### src/rtl/inst_line_buffer.sv
// inst_line_buffer: single-line instruction fetch buffer.
// Sits between the OpenMIPS core's instruction port and a multi-cycle
// instruction memory that uses a req/ack handshake. It serves hits
// combinationally, and on a miss it stalls the core while it refills the
// whole line one word at a time.
// Optional feature: define STALL_CNT_EN to build the 32-bit stall-cycle
// counter on stall_cnt_o. Otherwise stall_cnt_o is tied to zero.
module inst_line_buffer #(
    parameter int LINE_WORDS = 4
) (
    input  logic        clk,
    input  logic        rst,
    input  logic        rom_ce_i,
    input  logic [31:0] rom_addr_i,
    output logic [31:0] rom_data_o,
    output logic        stall_o,
    input  logic        flush_i,
    output logic        mem_req_o,
    output logic [31:0] mem_addr_o,
    input  logic        mem_ack_i,
    input  logic [31:0] mem_rdata_i,
    output logic [31:0] stall_cnt_o
);

    localparam int IDX_W = $clog2(LINE_WORDS);
    localparam int OFF   = IDX_W + 2;
    localparam logic [IDX_W-1:0] LAST_WORD = IDX_W'(LINE_WORDS - 1);

    typedef enum logic {
        IDLE,
        FILL
    } state_t;

    state_t            state;
    logic              valid;
    logic              flush_pend;
    logic [31:OFF]     tag;
    logic [31:0]       data [LINE_WORDS];
    logic [IDX_W-1:0]  k;
    logic [31:0]       base;

    logic              hit;
    logic              miss;
    logic              fill_beat;
    logic [IDX_W-1:0]  rd_idx;
    logic [IDX_W-1:0]  k_inc;
    logic [31:0]       next_addr;
    logic [31:0]       miss_base;
    logic              unused_addr_bits;

    // Byte-offset bits of the fetch address carry no information for word fetches.
    assign unused_addr_bits = ^rom_addr_i[1:0];

    assign rd_idx    = rom_addr_i[OFF-1:2];
    assign hit       = rom_ce_i && valid && (tag == rom_addr_i[31:OFF]);
    assign miss      = rom_ce_i && !hit;
    assign stall_o   = (state == FILL) || miss;
    assign rom_data_o = hit ? data[rd_idx] : '0;

    // An accepted beat only ever happens while filling with the request up.
    assign fill_beat = (state == FILL) && mem_req_o && mem_ack_i;
    assign k_inc     = k + 1'b1;
    assign next_addr = base + (32'(k_inc) << 2);
    assign miss_base = {rom_addr_i[31:OFF], {OFF{1'b0}}};

    // Line storage: capture each returned word into its slot.
    // NOTE: the data array has no reset; valid gates every read, so its contents never need a known value.
    always_ff @(posedge clk) begin
        if (rst && fill_beat) begin
            data[k] <= mem_rdata_i;
        end
    end

    // Refill controller: miss detection in IDLE, word-by-word fetch in FILL.
    // NOTE: sequential state uses non-blocking assignments so every register sees pre-edge values.
    always_ff @(posedge clk) begin
        if (!rst) begin
            state      <= IDLE;
            valid      <= 1'b0;
            flush_pend <= 1'b0;
            k          <= '0;
            base       <= '0;
            tag        <= '0;
            mem_req_o  <= 1'b0;
            mem_addr_o <= '0;
        end else begin
            case (state)
                IDLE: begin
                    if (miss) begin
                        // A miss takes priority over a flush; the line is invalidated anyway.
                        state      <= FILL;
                        valid      <= 1'b0;
                        flush_pend <= 1'b0;
                        k          <= '0;
                        base       <= miss_base;
                        mem_req_o  <= 1'b1;
                        mem_addr_o <= miss_base;
                    end else if (flush_i) begin
                        valid <= 1'b0;
                    end
                end
                FILL: begin
                    if (flush_i) begin
                        flush_pend <= 1'b1;
                    end
                    if (mem_req_o && mem_ack_i) begin
                        if (k != LAST_WORD) begin
                            k          <= k_inc;
                            mem_addr_o <= next_addr;
                        end else begin
                            // Last word in: the line becomes usable unless a flush arrived meanwhile.
                            mem_req_o  <= 1'b0;
                            tag        <= base[31:OFF];
                            valid      <= !(flush_pend || flush_i);
                            flush_pend <= 1'b0;
                            state      <= IDLE;
                        end
                    end
                end
                default: begin
                    state     <= IDLE;
                    mem_req_o <= 1'b0;
                end
            endcase
        end
    end

`ifdef STALL_CNT_EN
    logic [31:0] stall_cnt;

    // Count every edge at which the core is held; wraps naturally and ignores flush.
    always_ff @(posedge clk) begin
        if (!rst) begin
            stall_cnt <= '0;
        end else if (stall_o) begin
            stall_cnt <= stall_cnt + 32'd1;
        end
    end

    assign stall_cnt_o = stall_cnt;
`else
    assign stall_cnt_o = '0;
`endif

endmodule

### config.mk
export PLATFORM = sky130hd
export DESIGN_NAME = inst_line_buffer
export DESIGN_NICKNAME = d
export VERILOG_FILES = /design/src/rtl/inst_line_buffer.sv
export SDC_FILE = /design/constraint.sdc
export NUM_CORES = 1
export LEC_CHECK = 0
export BUFFER_PORTS_ARGS = -buffer_cell sky130_fd_sc_hd__buf_2
export CAP_MARGIN = 40
export CORE_MARGIN = 2
export CORE_UTILIZATION = 45
export DETAILED_ROUTE_END_ITERATION = 16
export GPL_TIMING_DRIVEN = 1
export MAX_ROUTING_LAYER = met4
export PLACE_DENSITY = 0.77
export SYNTH_ARGS = -nofsm -noshare
export SYNTH_HDL_FRONTEND = slang
export SYNTH_SLANG_ARGS = --single-unit
### constraint.sdc
create_clock -name clk -period 2.95 [get_ports clk]
set_clock_uncertainty 0.15 [all_clocks]
set_input_delay 0.4425 -clock clk [delete_from_list [all_inputs] [get_ports clk]]
set_output_delay 0.4425 -clock clk [all_outputs]
set_load 0.01 [all_outputs]
# ---- Word level (Yosys, flattened, before mapping)
# Memories as Yosys holds them, arrays and structs flattened.
# Cells that the tools add are included.
dict set report word_totals {
  reg_bits 94
  mem_count 1
  out_inout_bits 98
  elab_cells 65
  ramBits 128
  inputBits 69
}
dict set report classes {
  n_bitwise 2
  mux 29
  eq_ne 7
  n_reduce_logical 16
  add_sub_neg 2
}
# memory words width rd rd_clocked_by_memory_dff wr line
set memory_table {}
lappend memory_table {data 4 32 1 0 1 38} ;# logic [31:0] data [LINE_WORDS];
# operator n
set ops {}
lappend ops {{32-bit two-way mux} 4}
lappend ops {{32-bit one-hot mux with 2 select lines} 1}
lappend ops {{32-bit by 4-bit adder with 32-bit output} 1}
lappend ops {{28-bit == test} 1}
lappend ops {{1-bit two-way mux} 16}
lappend ops {{3-bit AND reduction} 4}
lappend ops {{1-bit one-hot mux with 2 select lines} 4}
lappend ops {{1-bit logical AND} 7}
lappend ops {{2-bit two-way mux} 3}
lappend ops {{2-bit != test, second input constant} 3}
lappend ops {{2-bit by 1-bit != test with 1-bit output, second input constant} 2}
lappend ops {{2-bit one-hot mux with 2 select lines} 1}
lappend ops {{3-bit != test, second input constant} 1}
lappend ops {{2-bit by 1-bit adder with 2-bit output, second input constant} 1}
lappend ops {{1-bit logical NOT} 2}
lappend ops {{1-bit logical OR} 2}
lappend ops {{1-bit NOT} 2}
lappend ops {{2-bit AND reduction} 1}

# ---- Logic depth before layout (Yosys ltp)
# Gate-level depths: netlist of the first run.
dict set report logic_depth {
  ltp_word 6
  ltp_mapped 8
  mapped_depth_nobuf 6
}

# ---- Worst setup path after synthesis of the first run
# Ideal clock, no wire load.
dict set report synth_path {
  path_kind {register -> register}
  start {register state}
  end {memory data[3][0], enable pin}
  path_slack_ps 399
  period_less_slack_ps 2551
  arrival_time_ps 1991
  setup_ps 409
  stages_incl_launch_ff 5
  t_required_ps 2391
  n_path_buf 2
  path_cell_list {dfxtp_1 clkbuf_1 and3_1 and3_1 clkbuf_1}
}
dict set report synth_between {
  elab_chain_len 5
}
# item line
set synth_lines {}
lappend synth_lines {{from (decl)} 34} ;# state_t state;
lappend synth_lines {{from (signal assigned)} 78} ;# state <= IDLE;
lappend synth_lines {{from (signal assigned)} 91} ;# state <= FILL;
lappend synth_lines {{from (signal assigned)} 116} ;# state <= IDLE;
lappend synth_lines {{1-bit logical AND (2 in series)} 61} ;# assign fill_beat = (state == FILL) && mem_req_o && mem_ack_i;
lappend synth_lines {{1-bit logical AND} 69} ;# if (rst && fill_beat) begin
lappend synth_lines {{1-bit two-way mux} 69}
lappend synth_lines {{1-bit two-way mux (not written as such)} 70} ;# data[k] <= mem_rdata_i;
lappend synth_lines {{to (decl)} 38}
# Every way passes these cells.

# ---- Worst setup path in the final report of the first run
dict set report layout_path {
  start {register tag[29] (netlist bit)}
  end {output stall_o}
}
dict set report layout_between {
  elab_chain_len 5
}
# item line
set layout_lines {}
lappend layout_lines {{from (decl)} 37} ;# logic [31:OFF] tag;
lappend layout_lines {{from (signal assigned)} 113} ;# tag <= base[31:OFF];
lappend layout_lines {{28-bit == test} 55} ;# assign hit = rom_ce_i && valid && (tag == rom_addr_i[31:OFF]);
lappend layout_lines {{1-bit logical AND} 55}
lappend layout_lines {{1-bit logical NOT} 56} ;# assign miss = rom_ce_i && !hit;
lappend layout_lines {{1-bit logical AND} 56}
lappend layout_lines {{1-bit logical OR} 57} ;# assign stall_o = (state == FILL) || miss;
lappend layout_lines {{to (decl)} 16} ;# output logic stall_o,
# Every way passes these cells.

==> flow_metrics.py, run 1 <==
metrics = {
    "timing": {
        "slew_headroom": 0.665,
        "min_period_over_period": 0.953,
        "timing.final.hold_violations": 0,
        "fin_tns_setup_ns": 0,
        "worst_pin_slew_ns": 0.502,
        "max_freq_ghz": 0.356,
        "setup_slack_ns": 0.139,
        "period_needed_ns": 2.81,
        "maxSlewViolCount": 0,
        "setup_violations": 0,
    },
    "setup_path": {
        "cp-end-kind": "output port",
        "r2r_cells": 8,
        "cp_num_cells": 7,
        "rr_startpoint": "tag[29]",
        "cp-start-kind": "flip-flop",
        "cp.arrival_ns": 2.22,
        "slowest_stage": "nor4_4",
        "regToRegSetupSlack_ns": 0.60,
        "startpoint": "tag[29]",
        "path_buf_inv": 2,
        "cp_data_required_time_ns": 2.36,
        "crit_type": "reg2out",
        "max_stage_delay_ns": 0.36,
        "rr_endpoint": "mem_addr_o[16]",
        "cp_max_fo": 33,
        "cp_top_family": "simple AND/OR/NAND/NOR gates",
        "cp_cell_sequence": "xnor2_2 -> nand4_1 -> nor4_4 -> nand3_2 -> buf_12 -> a21o_1 -> buf_2",
        "worstSetupEndpoint": "stall_o",
    },
    "power_and_ir_drop": {
        "switching_power_mw": 1.44,
        "swShare": 0.215,
        "power_mw": 6.68,
        "clockPowerShare": 0.431,
        "p_seq_frac": 0.498,
        "pwr-share-comb": 0.071,
        "internal-power_mw": 5.24,
        "max-vdd-ir-drop_mv": 0.445,
        "p_per_area_mw_per_mm2": 631,
        "leakage_nw": 4.06,
    },
    "layout": {
        "final_common_cell": "buf_2",
        "finalNetCount": 810,
        "utilization": 0.547,
        "design_area_mm2": 0.0106,
        "area_growth_pct": 20.3,
        "layout_common_cells": "130 x buf_2, 128 x edfxtp_1, 83 x dfxtp_1",
        "drive_above_1_share": 0.317,
    },
    "clock_tree": {
        "h-tree-depth": 1,
        "clk_pin_slew_ns": 0.07,
        "cts-root-buf": "clkbuf_16",
        "clock-sinks": 218,
        "cts_tree": "done",
        "cts_max_path_buffers": 3,
        "worstSkewPairLatency_ns": 0.50,
        "cts_buffers": 23,
    },
    "job": {
        "cap_viol_max_count": 0,
    },
    "floorplanning": {
        "die-area_mm2": 0.0207,
        "io_pins": 167,
        "start_util": 0.455,
        "rows": 51,
        "die_w_um": 144,
        "core_mm2": 0.0193,
        "die_y_um": 144,
    },
    "routing": {
        "vias": 5206,
        "dr.pass1.iters": 4,
        "drtAntennaViolNets": 0,
        "routedWlPerCell_um": 17.4,
        "drc": 0,
        "wl_um": 17800,
        "vias_per_cell": 5.09,
        "drtIter0Drc": 297,
    },
    "global_routing": {
        "overflow": 0,
        "grt_pass1_vias": 5230,
        "antenna_found_initial": 4,
        "grt_pass1_wl_um": 27900,
        "grt_max_degree": 60,
        "grt_usage": 0.176,
    },
    "logic_synthesis": {
        "yosysSeqAreaShare": 0.642,
        "synthCells": 596,
        "synth_area_mm2": 0.00879,
        "ys_seq_elements": 218,
        "synth-async-reset-ratio": 0,
        "ys.flop_type": "edfxtp_1",
        "synth_edf_count": 128,
        "yosys_warnings": 0,
        "postSynthAreaPerCell_um2": 14.8,
        "yosysUniqueCellTypes": 34,
    },
    "placed_design": {
        "place.gp.congestion": 0.728,
        "dpl.hpwl_um": 11000,
        "io_buffers": 130,
        "post_dp_cell_area_mm2": 0.00967,
        "post-place-ws_ns": 0.107,
    },
    "hold_path": {
        "hold_depth": 1,
        "hp-class": "in2reg",
    },
    "outcome": {
        "status": "complete, no violations",
    },
}
## timing repair
item	CTS	global route
pin swaps	1	3
gates resized for setup	1	11
endpoints found under the hold margin	21	0
hold buffers	8	0
buffers inserted	1	0
setup endpoints to repair	31	32
## stage by stage
step | hold WS (ns) | cells
2_1_floorplan | 0.309 | 629
3_3_place_gp | 0.326 | 968
3_5_place_dp | 0.328 | 968
4_1_cts | 0.00191 | 1018
5_1_grt | 0.00563 | 1022
6_report | 0.0148 | 1022
## how the worst min path moves through the flow
| stage | startpoint | endpoint | slack [ns] |
|---|---|---|---|
| floorplan | valid | valid | 0.31 |
| global placement | tag[4] | tag[4] | 0.33 |
| detailed placement | tag[28] | tag[28] | 0.33 |
| CTS | mem_rdata_i[10] | data[3][10] | 0.002 |
| global route | mem_rdata_i[2] | data[0][2] | 0.006 |
| finish | mem_rdata_i[10] | data[3][10] | 0.01 |
## synthesized netlist by cell type, drive strengths merged, types with 5 or more instances
cell,instances,area (µm²)
dfxtp,90,1800
xnor2,27,236
edfxtp,128,3840
mux2i,56,561
nor2,29,109
buf,42,303
a21oi,30,150
clkbuf,31,116
nor2b,33,206
mux4,32,721
o31ai,29,218
and3,5,31.3
a22o,29,254
nand4,6,37.5
## power groups by stage
stage / Sequential (mW) / Clock [mW] / Combinational (mW)
after CTS: 3.33 / 2.95 / 0.474
after detailed placement: 3.39 / 0 / 0.461
after global routing: 3.34 / 3.09 / 0.517
final: 3.33 / 2.88 / 0.472
after global placement: 3.39 / 0 / 0.455
after floorplan: 3.40 / 0 / 0.308
## area by class of cell
cell class / count / area (µm²)
clock inverter: 15 / 161
timing repair buffer: 156 / 903
fill: 1569 / 8750
inverter: 4 / 15.0
sequential: 218 / 5650
multi-input combinational: 334 / 2900
antenna: 4 / 10.0
clock buffer: 26 / 607
tap: 265 / 332
## kinds of logic (layout without fill, tap and decap cells)
family / Yosys count / after routing / synth area share
AOI/OAI and AO/OA: 93 / 93 / 0.0757
adders and majority gates: 4 / 4 / 0.00569
other: 1 / 38 / 0.000426
xor gates and xnor gates: 28 / 28 / 0.0279
and+or+nand+nor: 87 / 87 / 0.0532
DFF: 218 / 218 / 0.642
buffers and inverters: 77 / 201 / 0.0494
muxes: 88 / 88 / 0.146
## sequential cells by signal, summed over array words and instances, names as in the netlist
signal,flops
valid,1
state,1
mem_req_o,1
base,28
flush_pend,1
mem_addr_o,29
tag,28
data,128
k,1
## per-layer routing
layer | global-route usage | vias to the layer above | wire (µm)
li1 | - | 2466 | -
met2 | 0.293 | 156 | 8910
met3 | 0.0443 | 17 | 1300
met4 | 0.0361 | 0 | 183
met1 | 0.220 | 2567 | 7380
met5 | - | - | 0
No activity file was read; power rests on OpenSTA's default activity.
==> inputs of run 2 (changes only) <==
--- a/config.mk
+++ b/config.mk
@@ -9,6 +9,7 @@
 export CAP_MARGIN = 40
 export CORE_MARGIN = 2
 export CORE_UTILIZATION = 45
+export CTS_BUF_LIST = sky130_fd_sc_hd__clkbuf_4
 export DETAILED_ROUTE_END_ITERATION = 16
 export GPL_TIMING_DRIVEN = 1
 export MAX_ROUTING_LAYER = met4
==> run 2 against run 1 <==
Against the previous run: worst hold slack better by 0.055 ns; power shrank 5.6%; largest power group unchanged; utilization grew 2.4 points; critical path type unchanged; design area up 4.4%; highest routed layer unchanged; sequential cell count stayed put.
==> flow_metrics.py, run 2 (same netlist as run 1, synthesis figures left out) <==
metrics = {
    "clock_tree": {
        "cts_tree": "done",
        "worstSkewPairLatency_ns": 0.63,
        "clock-sinks": 218,
        "cts_buffers": 56,
        "clk_pin_slew_ns": 0.06,
        "cts-root-buf": "clkbuf_4",
        "cts_max_path_buffers": 3,
        "h-tree-depth": 2,
    },
    "setup_path": {
        "crit_type": "reg2out",
        "cp-end-kind": "output port",
        "cp_top_family": "simple AND/OR/NAND/NOR gates",
        "cp_data_required_time_ns": 2.36,
        "slowest_stage": "nor4_4",
        "cp.arrival_ns": 2.35,
        "cp-start-kind": "flip-flop",
        "cp_max_fo": 33,
        "max_stage_delay_ns": 0.38,
        "cp_cell_sequence": "xnor2_1 -> nand4_1 -> nor4_4 -> nand3_2 -> buf_12 -> a21o_1 -> buf_2",
        "path_buf_inv": 2,
    },
    "power_and_ir_drop": {
        "power_mw": 6.30,
        "leakage_nw": 4.32,
        "max-vdd-ir-drop_mv": 0.335,
        "p_per_area_mw_per_mm2": 571,
    },
    "routing": {
        "vias": 5684,
        "dr.pass1.iters": 4,
        "drtAntennaViolNets": 0,
        "drc": 0,
        "routedWlPerCell_um": 16.9,
        "wl_um": 19100,
        "vias_per_cell": 5.03,
        "drtIter0Drc": 261,
    },
    "placed_design": {
        "placed_cells": 968,
        "io_buffers": 130,
        "post-place-ws_ns": 0.107,
        "place.gp.congestion": 0.728,
        "dpl.hpwl_um": 11000,
    },
    "layout": {
        "reg_top3": "data (128), mem_addr_o (29)",
        "regMostFlops": "data",
        "largest_reg_flops": 128,
        "stdcell_count": 1130,
        "drive_above_1_share": 0.323,
        "layout_common_cells": "130 x buf_2, 128 x edfxtp_1, 83 x dfxtp_1",
        "finalNetCount": 899,
        "final_common_cell": "buf_2",
        "area_growth_pct": 25.6,
    },
    "floorplanning": {
        "die-area_mm2": 0.0207,
        "core_mm2": 0.0193,
        "die_y_um": 144,
        "io_pins": 167,
        "start_util": 0.455,
        "die_w_um": 144,
        "rows": 51,
    },
    "timing": {
        "grt_setup_unrepaired": "yes",
        "min_period_over_period": 0.998,
        "setup_slack_ns": 0.00663,
        "maxSlewViolCount": 0,
        "period_needed_ns": 2.94,
        "fin_tns_setup_ns": 0,
        "timing.final.hold_violations": 0,
        "hold_slack_ns": 0.0694,
        "max_freq_ghz": 0.340,
        "setup_violations": 0,
    },
    "global_routing": {
        "grt_pass1_vias": 5812,
        "grt_max_degree": 60,
        "grt_pass1_wl_um": 29800,
        "overflow": 0,
        "grt_usage": 0.190,
        "antenna_found_initial": 2,
    },
    "job": {
        "cap_viol_max_count": 0,
    },
    "outcome": {
        "status": "complete, no violations",
    },
    "hold_path": {
        "hp-class": "in2reg",
    },
}
==> run 2: cell types whose count changed in the layout (fill, tap and decap cells not counted), sizes merged <==
cell,delta
diode,-2
clkbuf,+49
inv,-1
clkinvlp,-3
bufinv,-2
dlygate4sd3,+56
clkinv,+11
==> run 2: layout make-up <==
type	instances	area, µm²
fillers	1561	8290
multi-input cells	334	2900
diodes	2	5.00
flip-flops and latches	218	5650
well taps	265	332
inverters	4	15.0
clock inverters	20	113
repair buffers	212	1460
clock buffers	75	563
==> run 2: metrics by stage <==
stage                      util  instance area [µm²]
after detailed placement  0.500                 9670
after global routing      0.571                11000
after floorplan               -                 8920
final                     0.571                11000
after global placement    0.500                 9670
after CTS                 0.570                11000
==> run 2: path summary, 6_finish.rpt <==
| path | startpoint | to | slack [ns] | depth (start not counted) |
|---|---|---|---|---|
| setup / recovery | tag[27] | stall_o | 0.007 | 7 |
| hold / removal | rst | mem_addr_o[28] | 0.07 | 3 |
| setup reg to reg | tag[29] | base[27] | 0.26 | 9 |
| hold reg to reg | tag[27] | tag[27] | 0.33 | 1 |
==> run 2: tightest hold or removal path: stages <==
cell	delay [ns]
buf_2	0.20
o31ai_1	0.11
a21oi_1	0.04
==> run 2: repair_timing <==
item	in CTS	in global routing
hold buffers	64	0
resized for setup	7	5
pin swaps	3	1
hold endpoints to repair	187	0
buffers inserted	1	0
setup endpoints to repair	33	33
==> run 2: layer usage <==
layer,share of wire,global-route usage,vias up
met5,0,-,-
met4,0.0092,0.0557,0
met3,0.064,0.0536,18
met2,0.50,0.313,187
met1,0.42,0.229,2796
li1,-,-,2683
==> run 2: where the power goes <==
part           total [mW]  internal (mW)  switching [mW]
clock network        2.44           1.27            1.17
logic               0.535          0.261           0.275
registers            3.33           3.28          0.0443
==> inputs of run 3 (changes only) <==
==> config.mk (replaced) <==
export PLATFORM = sky130hd
export DESIGN_NAME = inst_line_buffer
export DESIGN_NICKNAME = d
export VERILOG_FILES = /design/src/rtl/inst_line_buffer.sv
export SDC_FILE = /design/constraint.sdc
export NUM_CORES = 1
export LEC_CHECK = 0
export CAP_MARGIN = 40
export CORE_MARGIN = 2
export CORE_UTILIZATION = 45
export CTS_BUF_LIST = sky130_fd_sc_hd__clkbuf_4
export DETAILED_ROUTE_END_ITERATION = 16
export DONT_BUFFER_PORTS = 1
export GPL_TIMING_DRIVEN = 1
export HOLD_SLACK_MARGIN = 0.03
export MAX_ROUTING_LAYER = met4
export PLACE_DENSITY = 0.69
export SYNTH_ARGS = -nofsm -noshare
export SYNTH_HDL_FRONTEND = slang
export SYNTH_SLANG_ARGS = --single-unit
==> run 3 against run 2 <==
Against the previous run: the run now ends with negative setup slack left; design area down 2.4%; power is 1.3% lower; global-route usage is 0.47 points higher; worst hold slack improved by 0.14 ns; critical path depth is the same; sequential power barely moved; first-iteration DRC count grew 6.5%; via count decreased by 4.6%; count of clock-buffer cells in the layout is 11 higher; non-clock buffer count decreased by 90; largest power group unchanged; highest routed layer unchanged.
==> flow_metrics.py, run 3 (same netlist as run 1, synthesis figures left out) <==
metrics = {
    "outcome": {
        "status": "finished with violations",
        "violations": "negative setup slack",
    },
    "clock_tree": {
        "worstSkewPairLatency_ns": 0.67,
        "cts-root-buf": "clkbuf_4",
        "cts_tree": "done",
        "cts_buffers": 54,
        "h-tree-depth": 2,
        "clk_pin_slew_ns": 0.06,
        "cts_max_path_buffers": 3,
        "clock-sinks": 218,
    },
    "setup_path": {
        "cp-end-kind": "output port",
        "cp-start-kind": "flip-flop",
        "startpoint": "tag[29]",
        "cp_data_required_time_ns": 2.36,
        "cp_max_fo": 33,
        "rr_startpoint": "tag[29]",
        "crit_type": "reg2out",
        "cp.arrival_ns": 2.39,
    },
    "power_and_ir_drop": {
        "p_per_area_mw_per_mm2": 577,
        "clockPowerShare": 0.392,
        "p_seq_frac": 0.539,
        "leakage_nw": 3.98,
        "switching_power_mw": 1.40,
        "pwr-share-comb": 0.069,
        "internal-power_mw": 4.82,
        "swShare": 0.225,
        "max-vdd-ir-drop_mv": 0.352,
    },
    "floorplanning": {
        "core_mm2": 0.0193,
        "die_w_um": 144,
        "start_util": 0.455,
        "die-area_mm2": 0.0207,
        "die_y_um": 144,
        "rows": 51,
        "io_pins": 167,
    },
    "routing": {
        "drtAntennaViolNets": 0,
        "drtIter0Drc": 278,
        "vias": 5420,
        "drc": 0,
        "wl_um": 19500,
        "vias_per_cell": 5.21,
        "routedWlPerCell_um": 18.7,
        "dr.pass1.iters": 4,
    },
    "layout": {
        "area_growth_pct": 22.6,
        "reg_top3": "data (128), mem_addr_o (29)",
        "regMostFlops": "data",
        "layout_common_cells": "128 x edfxtp_1, 86 x clkbuf_4, 85 x dfxtp_1",
        "final_common_cell": "edfxtp_1",
        "finalNetCount": 807,
        "drive_above_1_share": 0.260,
        "utilization": 0.558,
        "largest_reg_flops": 128,
    },
    "placed_design": {
        "io_buffers": 0,
        "place.gp.congestion": 0.805,
        "dpl.hpwl_um": 11800,
    },
    "global_routing": {
        "grt_max_degree": 60,
        "grt_usage": 0.195,
        "grt_pass1_wl_um": 30000,
        "antenna_found_initial": 1,
        "overflow": 0,
        "grt_pass1_vias": 5726,
    },
    "timing": {
        "period_needed_ns": 2.98,
        "grt_setup_unrepaired": "yes",
        "worst_pin_slew_ns": 0.643,
        "maxSlewViolCount": 0,
        "timing.final.hold_violations": 0,
        "slew_headroom": 0.572,
        "min_period_over_period": 1.01,
        "max_freq_ghz": 0.336,
        "setup_violations": 4,
        "setup_slack_ns": -0.0299,
        "hold_slack_ns": 0.211,
    },
    "job": {
        "cap_viol_max_count": 0,
    },
    "hold_path": {
        "holdCritStartpoint": "rst",
        "hp-class": "in2reg",
    },
}
[run 3: changes by cell type in the layout (fill, tap and decap cells not counted), moves of 9 or more]
cell,delta
buf_2,-130
buf_4,+31
clkbuf_4,+11
clkinv_1,-9
[run 3: power by group through the flow]
stage | Clock [mW] | Sequential [mW] | Combinational [mW]
after CTS | 2.52 | 3.35 | 0.423
after global routing | 2.68 | 3.35 | 0.467
after floorplan | 0 | 3.40 | 0.308
final | 2.44 | 3.35 | 0.431
after global placement | 0 | 3.41 | 0.297
after detailed placement | 0 | 3.42 | 0.304
[run 3: path summary, 6_finish.rpt]
path               endpoint  slack (ns)  cells past startpoint
max          rom_data_o[31]       -0.03                      7
min                  tag[9]        0.21                      2
max reg2reg  mem_addr_o[12]        0.13                      9
min reg2reg         tag[20]        0.33                      1
[run 3: per-stage QoR]
step                setup WS, ns  cells  TNS, ns  instance area (µm²)  total power, mW
floorplan                  0.399    629        0                 8920             3.71
finish                   -0.0299   1040  -0.0474                10800             6.22
detailed placement         0.297    870        0                 9250             3.72
CTS                      -0.0390   1039   -0.509                10700             6.29
global route              -0.135   1040    -3.76                10800             6.50
global placement           0.297    870        0                 9250             3.71
[run 3: repair_timing]
item / CTS / global route
hold endpoints to repair: 189 / 0
pin swaps: 2 / 1
endpoints found under the setup margin: 33 / 39
hold buffers: 72 / 0
buffers inserted: 1 / 0
resized for setup: 16 / 13
[run 3: cell type report]
class,instances,area [µm²]
Clock buffer,86,646
Clock inverter,10,42.5
Timing Repair Buffer,122,1160
Multi-Input combinational cell,334,2940
Inverter,4,15.0
Antenna cell,1,2.50
Sequential cell,218,5650
Tap cell,265,332
Fill cell,1560,8550
[run 3: worst max-delay path, stage by stage, from the launching register on]
cell     delay (ns)
dfxtp_1        0.33
xnor2_2        0.21
nand4_1        0.18
nor4_4         0.34
nand3_2        0.14
buf_12         0.21
nor2b_1        0.16
buf_4          0.14
[run 3: routing by layer]
| layer | up-vias | routed length (µm) | track usage | part of all wire |
|---|---|---|---|---|
| met5 | - | 0 | - | 0 |
| met4 | 0 | 505 | 0.0733 | 0.026 |
| met3 | 44 | 1230 | 0.0510 | 0.063 |
| met2 | 188 | 9650 | 0.309 | 0.49 |
| met1 | 2689 | 8110 | 0.241 | 0.42 |
| li1 | 2499 | - | - | - |
